[config.mk]
export PLATFORM = sky130hd
export DESIGN_NAME = seg_scan_driver
export DESIGN_NICKNAME = d
export VERILOG_FILES = /design/src/rtl/seg_scan_driver.sv
export SDC_FILE = /design/constraint.sdc
export NUM_CORES = 1
export LEC_CHECK = 0
export BUFFER_PORTS_ARGS = -buffer_cell sky130_fd_sc_hd__buf_2
export CORE_ASPECT_RATIO = 1.75
export CORE_MARGIN = 1.5
export CORE_UTILIZATION = 25
export CTS_BUF_LIST = sky130_fd_sc_hd__clkbuf_2 sky130_fd_sc_hd__clkbuf_4 sky130_fd_sc_hd__clkbuf_8
export DETAILED_ROUTE_END_ITERATION = 7
export PLACE_DENSITY = 0.44
export SLEW_MARGIN = 10
export SYNTH_ARGS = -nofsm -noshare
export SYNTH_HDL_FRONTEND = slang
export SYNTH_SLANG_ARGS = --single-unit
[constraint.sdc]
create_clock -name clk -period 3.2 [get_ports clk]
set_clock_uncertainty 0.1 [all_clocks]
set_input_delay 0.64 -clock clk [delete_from_list [all_inputs] [get_ports clk]]
set_output_delay 0.64 -clock clk [all_outputs]
set_load 0.1 [all_outputs]
[src/rtl/seg_scan_driver.sv]
// seg_scan_driver: time-multiplexed common-anode 7-segment scan driver with
// double-buffered display data, anti-ghost blanking and leading-zero suppression.
module seg_scan_driver #(
    parameter int NDIG  = 4,
    parameter int DIV   = 50000,
    parameter int BLANK = 500
) (
    input  logic              clk,
    input  logic              rst_n,
    input  logic              load,
    input  logic [4*NDIG-1:0] value,
    input  logic [NDIG-1:0]   dp_in,
    input  logic              blank_lz,
    output logic [3:0]        hex,
    output logic [NDIG-1:0]   an,
    output logic              dp,
    output logic              pending,
    output logic              frame_tick
);
    localparam int PW = $clog2(DIV);
    localparam int IW = $clog2(NDIG);
    logic [PW-1:0]     presc;
    logic [IW-1:0]     idx;
    logic [4*NDIG-1:0] shadow, disp;
    logic [NDIG-1:0]   shadow_dp, disp_dp;
    logic              wrap, boundary, zeros_above, cur_dp, cur_dark, lit;
    logic [3:0]        cur_hex;
    logic [NDIG-1:0]   an_next;
    assign wrap     = presc == PW'(DIV - 1);
    assign boundary = wrap && idx == IW'(NDIG - 1);
    // Walk from the most significant digit down so zeros_above covers digits k..NDIG-1.
    always_comb begin
        cur_hex     = 4'h0;
        cur_dp      = 1'b0;
        cur_dark    = 1'b0;
        zeros_above = 1'b1;
        for (int k = NDIG - 1; k >= 0; k--) begin
            zeros_above = zeros_above && disp[4*k +: 4] == 4'h0;
            if (IW'(k) == idx) begin
                cur_hex  = disp[4*k +: 4];
                cur_dp   = disp_dp[k];
                cur_dark = blank_lz && k != 0 && !disp_dp[k] && zeros_above;
            end
        end
        lit     = presc >= PW'(BLANK) && !cur_dark;
        an_next = ~(NDIG'(lit) << idx);
    end
    always_ff @(posedge clk or negedge rst_n) begin
        if (!rst_n) begin
            presc <= '0;
            idx   <= '0;
        end else begin
            presc <= wrap ? '0 : presc + 1'b1;
            if (wrap) idx <= idx == IW'(NDIG - 1) ? '0 : idx + 1'b1;
        end
    end
    // A load on the boundary cycle lands in the shadow after the old shadow moves out.
    always_ff @(posedge clk or negedge rst_n) begin
        if (!rst_n) begin
            shadow    <= '0;
            shadow_dp <= '0;
            disp      <= '0;
            disp_dp   <= '0;
            pending   <= 1'b0;
        end else begin
            if (boundary && pending) begin
                disp    <= shadow;
                disp_dp <= shadow_dp;
            end
            if (load) begin
                shadow    <= value;
                shadow_dp <= dp_in;
            end
            pending <= load || (pending && !boundary);
        end
    end
    always_ff @(posedge clk or negedge rst_n) begin
        if (!rst_n) begin
            hex        <= 4'h0;
            an         <= '1;
            dp         <= 1'b0;
            frame_tick <= 1'b0;
        end else begin
            hex        <= cur_hex;
            an         <= an_next;
            dp         <= cur_dp;
            frame_tick <= boundary;
        end
    end
endmodule

==> impl_metrics.py, run 1 <==
metrics = {
    "synth": {
        "netlist_instances": 234,
        "ys.warnings.count": 0,
        "yosysUniqueCellTypes": 32,
        "syn_area_per_cell_sq_um": 13.08,
        "synth_edf_count": 0,
        "syn_area_sq_um": 3062,
        "yosysTopAreaCellShare_pct": 53.13,
        "ys.flop_type": "dfrtp_1",
        "seq_area_frac_synth_pct": 56.56,
        "yosys.area.top_type": "dfrtp_1",
        "async_reset_ff_share_pct": 100.0,
        "synth.net_count": 264,
        "ys_ff_latch": 69,
        "ys_top_cells_by_area": "dfrtp_1 53%, mux2_4 9.8%, mux2_2 7.4%",
    },
    "global_route": {
        "grt_max_degree": 31,
        "antenna_found_initial": 0,
        "grt_pass1_vias": 2019,
        "track_usage_pct": 11.24,
        "overflow": 0,
        "grt_pass1_wl_mm": 10.67,
    },
    "floorplan": {
        "die_x_um": 86.66,
        "core_area_sq_um": 12000,
        "fp.dieArea_sq_um": 12950,
        "rows": 53,
        "die_h_um": 149.4,
        "start_util_pct": 25.51,
        "io_pins": 35,
    },
    "power": {
        "power.leakage_nw": 1.576,
        "ir_drop_uv": 211.1,
        "power_density_nw_per_um2": 472.1,
    },
    "setup_path": {
        "crit_path_start": "presc[10]",
        "cp-end-kind": "register",
        "reg2reg_from": "presc[10]",
        "path_class": "reg2reg",
        "slowest_stage": "or4_4",
        "cp_cell_sequence": "or4_4 > nor4_4 > and3_4 > mux2_4",
        "max_stage_delay_ps": 580,
        "required_ps": 3330,
        "arrival_ps": 2470,
        "worstSetupStartpointType": "register",
        "path_max_fanout": 20,
    },
    "final_layout": {
        "layout_common_cells": "65 x dfrtp_1, 34 x buf_2, 21 x nor2_1",
        "layout_commonest_cell": "dfrtp_1",
        "drive_above_1_share_pct": 35.97,
        "final_cells": 443,
        "nets": 304,
        "fillers": 1244,
        "diodes": 0,
        "syn_to_final_growth_pct": 17.49,
    },
    "cts": {
        "cts.path.max_buffers": 2,
        "cts_tree": "done",
        "cts_max_level": 3,
        "cts_resized": 0,
        "cts_hold_repair.buffers": 0,
        "cts_buffers": 9,
        "clk_pin_slew_worst_paths_ps": 80,
        "cts_setup_buffers": 0,
        "cts_root_buffer": "clkbuf_8",
        "cts_sinks": 69,
        "clk_latency_ps": 340,
    },
    "flow_run": {
        "cap_violations": 0,
    },
    "sta": {
        "setup_violations": 0,
        "period_share_pct": 73.24,
        "rsz0062_at_grt": "no",
        "max_freq_mhz": 426.7,
        "worstMarginPinSlew_ps": 508.8,
        "hold_viol": 0,
        "setup_tns_ps": 0,
        "slew_headroom_pct": 66.08,
        "drv_slew": 0,
        "period_needed_ps": 2344,
    },
    "routing": {
        "num_vias": 1902,
        "first_iter_violations": 87,
        "ant_nets": 0,
        "drc": 0,
        "post_drt_wl_per_cell_um": 14.72,
        "first_pass_iters": 4,
        "wirelength_mm": 6.522,
        "vias_per_cell": 4.293,
    },
    "placement": {
        "dp_hpwl_mm": 4.778,
        "port_buffers": 34,
        "gp_congestion": 0.8358,
        "place_inst": 428,
    },
    "min_path": {
        "hp-class": "in2async",
    },
    "run_status": {
        "outcome": "completed",
    },
}
-- cell type report --
class                      instances  area [sq um]  share of cell area, %
clock inverter                     4         47.55                  1.322
multi-input combinational        151          1245                  34.61
inverter                           6         22.52                 0.6261
clock buffer                      11         151.4                  4.209
sequential                        69          1732                  48.14
timing repair buffer              37         192.7                  5.357
tap                              165         206.4                  5.739
-- kinds of logic after synthesis --
| logic type | Yosys count | synth area share (%) |
|---|---|---|
| multiplexers | 40 | 17.16 |
| buffers and inverters | 14 | 2.779 |
| XOR/XNOR | 14 | 4.005 |
| adder cells (fa/ha/maj) | 6 | 2.452 |
| AO/OA/AOI/OAI | 18 | 4.209 |
| AND/OR/NAND/NOR | 73 | 12.83 |
| flip-flops | 69 | 56.56 |
-- flip-flops by register name, summed over array words and instances (netlist names) --
register	cells
an	4
dp	1
shadow_dp	4
hex	4
idx	2
pending	1
shadow	16
disp_dp	4
presc	16
disp	16
frame_tick	1
-- critical path: cells and delay by family (launching register included) --
| kind | cells | cell delay (ps) |
|---|---|---|
| AND/OR/NAND/NOR | 3 | 1350 |
| multiplexers | 1 | 330 |
| flip-flops | 1 | 440 |
-- synthesized netlist by cell type (all sizes together), types with 5 or more instances --
cell type and number:
nand2 17, xnor2 10, clkbuf 6, inv 6, nor2 21, o21ai 5, dfrtp 65, nor4 8
ha 6, nand3 5, mux2 40, nor3 6
-- power by group --
| group | internal, mW | switching (mW) |
|---|---|---|
| Combinational | 0.0344 | 0.0320 |
| Sequential | 0.897 | 0.0145 |
| Clock | 0.395 | 0.325 |
| Total | 1.33 | 0.371 |
-- worst paths after layout --
path | cells past startpoint | endpoint | slack (ps)
min in group clk | 1 | disp_dp[0] | 400
hold / removal | 1 | frame_tick | 80
setup reg to reg | 4 | disp[13] | 860
max in group asynchronous | 2 | disp_dp[0] | 2210
hold reg to reg | 1 | disp_dp[0] | 400
setup / recovery | 4 | disp[13] | 860
-- per-layer routing --
| metal | wire length [um] | vias up | part of all wire, % | track usage [%] |
|---|---|---|---|---|
| met5 | 0 | - | 0 | 0 |
| met4 | 212 | 0 | 3.3 | 7.661 |
| met3 | 180 | 14 | 2.8 | 1.771 |
| met2 | 3529 | 39 | 54 | 19.61 |
| met1 | 2600 | 941 | 40 | 12.25 |
| li1 | - | 908 | - | - |
-- stage by stage --
| step | power [mW] | worst slack (ps) | hold WS, ps | utilization (%) | cell area (sq um) |
|---|---|---|---|---|---|
| after floorplan | 0.9539 | 955.7 | 244.4 | - | 3062 |
| after global placement | 0.9964 | 874.6 | 388.7 | 28.31 | 3398 |
| after detailed placement | 0.9998 | 854.0 | 394.0 | 28.31 | 3398 |
| after CTS | 1.728 | 844.6 | 80.83 | 29.97 | 3597 |
| after global routing | 1.765 | 707.2 | 94.88 | 29.97 | 3597 |
| final | 1.698 | 856.4 | 82.10 | 29.97 | 3597 |
(Power assumes the default switching activity.)
==> run 2, diff against run 1 <==
clock period = 2.23 ns   (was 3.2 ns; I/O delays follow)
==> run 2 against run 1 <==
  * Routed wire length down 1.5%
  * Count of clock-buffer cells in the layout down 1
  * Largest cell class unchanged
  * Utilization grew 1.6 points
  * Sequential share of layout area decreased by 2.5 points
==> impl_metrics.py, run 2 (synthesis gave the netlist of run 1 again) <==
metrics = {
    "run_status": {
        "outcome": "completed",
    },
    "flow_run": {
        "cap_violations": 0,
    },
    "final_layout": {
        "layout_common_cells": "65 x dfrtp_1, 34 x buf_2, 21 x nor2_1",
        "syn_to_final_growth_pct": 23.83,
        "final_cells": 460,
        "nets": 320,
        "multi_input_area_sq_um": 1245,
        "layout_commonest_cell": "dfrtp_1",
        "largestRegisters": "disp x16, presc x16, shadow x16",
        "regArea_sq_um": 1732,
        "fillers": 1229,
        "stdcell_area_sq_um": 3791,
        "final_util_pct": 31.59,
        "diodes": 0,
        "drive_above_1_share_pct": 39.66,
    },
    "placement": {
        "place_inst": 444,
        "dpl_worst_slack_ps": 71.46,
        "port_buffers": 34,
        "dp_hpwl_mm": 4.680,
        "gp_congestion": 0.7870,
        "placed_area_sq_um": 3543,
    },
    "setup_path": {
        "path_max_fanout": 11,
        "cp-end-kind": "register",
        "worstSetupStartpointType": "register",
        "arrival_ps": 2310,
        "path_class": "reg2reg",
        "cp_cell_sequence": "or4bb_1 > nor4_4 > and3_4 > buf_12 > mux2_4",
        "max_stage_delay_ps": 560,
        "slowest_stage": "or4bb_1",
        "required_ps": 2370,
    },
    "power": {
        "p_sw_uw": 545.5,
        "power.leakage_nw": 1.680,
        "p_sw_share_pct": 20.56,
        "p_comb_share_pct": 3.5,
        "power_mw": 2.653,
        "ir_drop_uv": 329.8,
        "power_density_nw_per_um2": 699.8,
        "seq_power_share_pct": 49.3,
        "pwr-share-clk_pct": 47.2,
        "p_int_mw": 2.107,
    },
    "cts": {
        "clk_pin_slew_worst_paths_ps": 70,
        "cts_max_level": 3,
        "clk_latency_ps": 350,
        "cts.path.max_buffers": 2,
        "cts_sinks": 69,
        "cts_resized": 0,
        "cts_buffers": 9,
        "cts_root_buffer": "clkbuf_8",
        "cts_setup_buffers": 0,
        "cts_tree": "done",
        "cts_hold_repair.buffers": 0,
    },
    "sta": {
        "setup_tns_ps": 0,
        "period_share_pct": 97.45,
        "max_freq_mhz": 460.2,
        "rsz0062_at_grt": "no",
        "layout_setup_ws_ps": 56.89,
        "hold_ws_ps": 36.47,
        "hold_viol": 0,
        "period_needed_ps": 2173,
        "slew_headroom_pct": 67.36,
        "drv_slew": 0,
        "setup_violations": 0,
        "worstMarginPinSlew_ps": 489.6,
    },
    "routing": {
        "drc": 0,
        "vias_per_cell": 4.243,
        "ant_nets": 0,
        "first_pass_iters": 4,
        "post_drt_wl_per_cell_um": 13.97,
        "first_iter_violations": 118,
        "wirelength_mm": 6.426,
        "num_vias": 1952,
    },
    "floorplan": {
        "fp.dieArea_sq_um": 12950,
        "die_x_um": 86.66,
        "io_pins": 35,
        "start_util_pct": 25.51,
        "die_h_um": 149.4,
        "core_area_sq_um": 12000,
        "rows": 53,
    },
    "global_route": {
        "grt_pass1_vias": 2089,
        "met1_usage_pct": 12.73,
        "grt_max_degree": 36,
        "overflow": 0,
        "busiest_layer": "met2",
        "grt_pass1_wl_mm": 10.83,
        "use_met2_pct": 18.98,
        "track_usage_pct": 11.33,
        "met3_usage_pct": 3.265,
        "antenna_found_initial": 0,
    },
    "min_path": {
        "hp-class": "in2async",
    },
}
-- run 2: cell count changes in the layout (fill, tap and decap cells not counted) --
| cell | before | now |
|---|---|---|
| buf_12 | 0 | 2 |
| clkinv_2 | 2 | 1 |
| clkbuf_8 | 11 | 10 |
| buf_4 | 3 | 17 |
| bufinv_16 | 1 | 3 |
| clkinvlp_4 | 1 | 2 |
-- run 2: power by group through the flow --
stage          Clock [mW]  Combinational (mW)  Sequential [mW]
4_1_cts              1.29              0.0982             1.31
5_1_grt              1.35               0.107             1.31
6_report             1.25              0.0933             1.31
3_5_place_dp            0              0.0977             1.33
2_1_floorplan           0              0.0445             1.32
3_3_place_gp            0              0.0960             1.33
-- run 2: path summary, 6_finish.rpt --
check	end	slack [ps]	cells after the start	start
min reg2reg	disp[5]	400	1	shadow[5]
max in group asynchronous	an[1]	1640	2	rst_n
max	disp[14]	60	5	presc[4]
min	presc[4]	40	2	rst_n
max reg2reg	disp[14]	60	5	presc[4]
min in group clk	shadow[4]	220	2	value[4]
-- run 2: area by class of cell --
type                    count  share of cell area, %
clock inverters             6                  2.904
inverters                   6                 0.5941
multi-input cells         151                  32.84
well taps                 165                  5.446
clock buffers              10                  3.630
flip-flops and latches     69                  45.68
repair buffers             53                  8.911
-- run 2: metal layers --
layer | vias up | part of all wire, %
li1 | 941 | -
met1 | 975 | 41
met2 | 28 | 53
met3 | 8 | 3.2
met4 | 0 | 2.2
met5 | - | 0
-- run 2: worst max-delay path: cells and delay by family (launching register included) --
family	cells	cell delay, ps
mux	1	300
buf+inv	1	150
flops	1	380
simple gates	3	1120
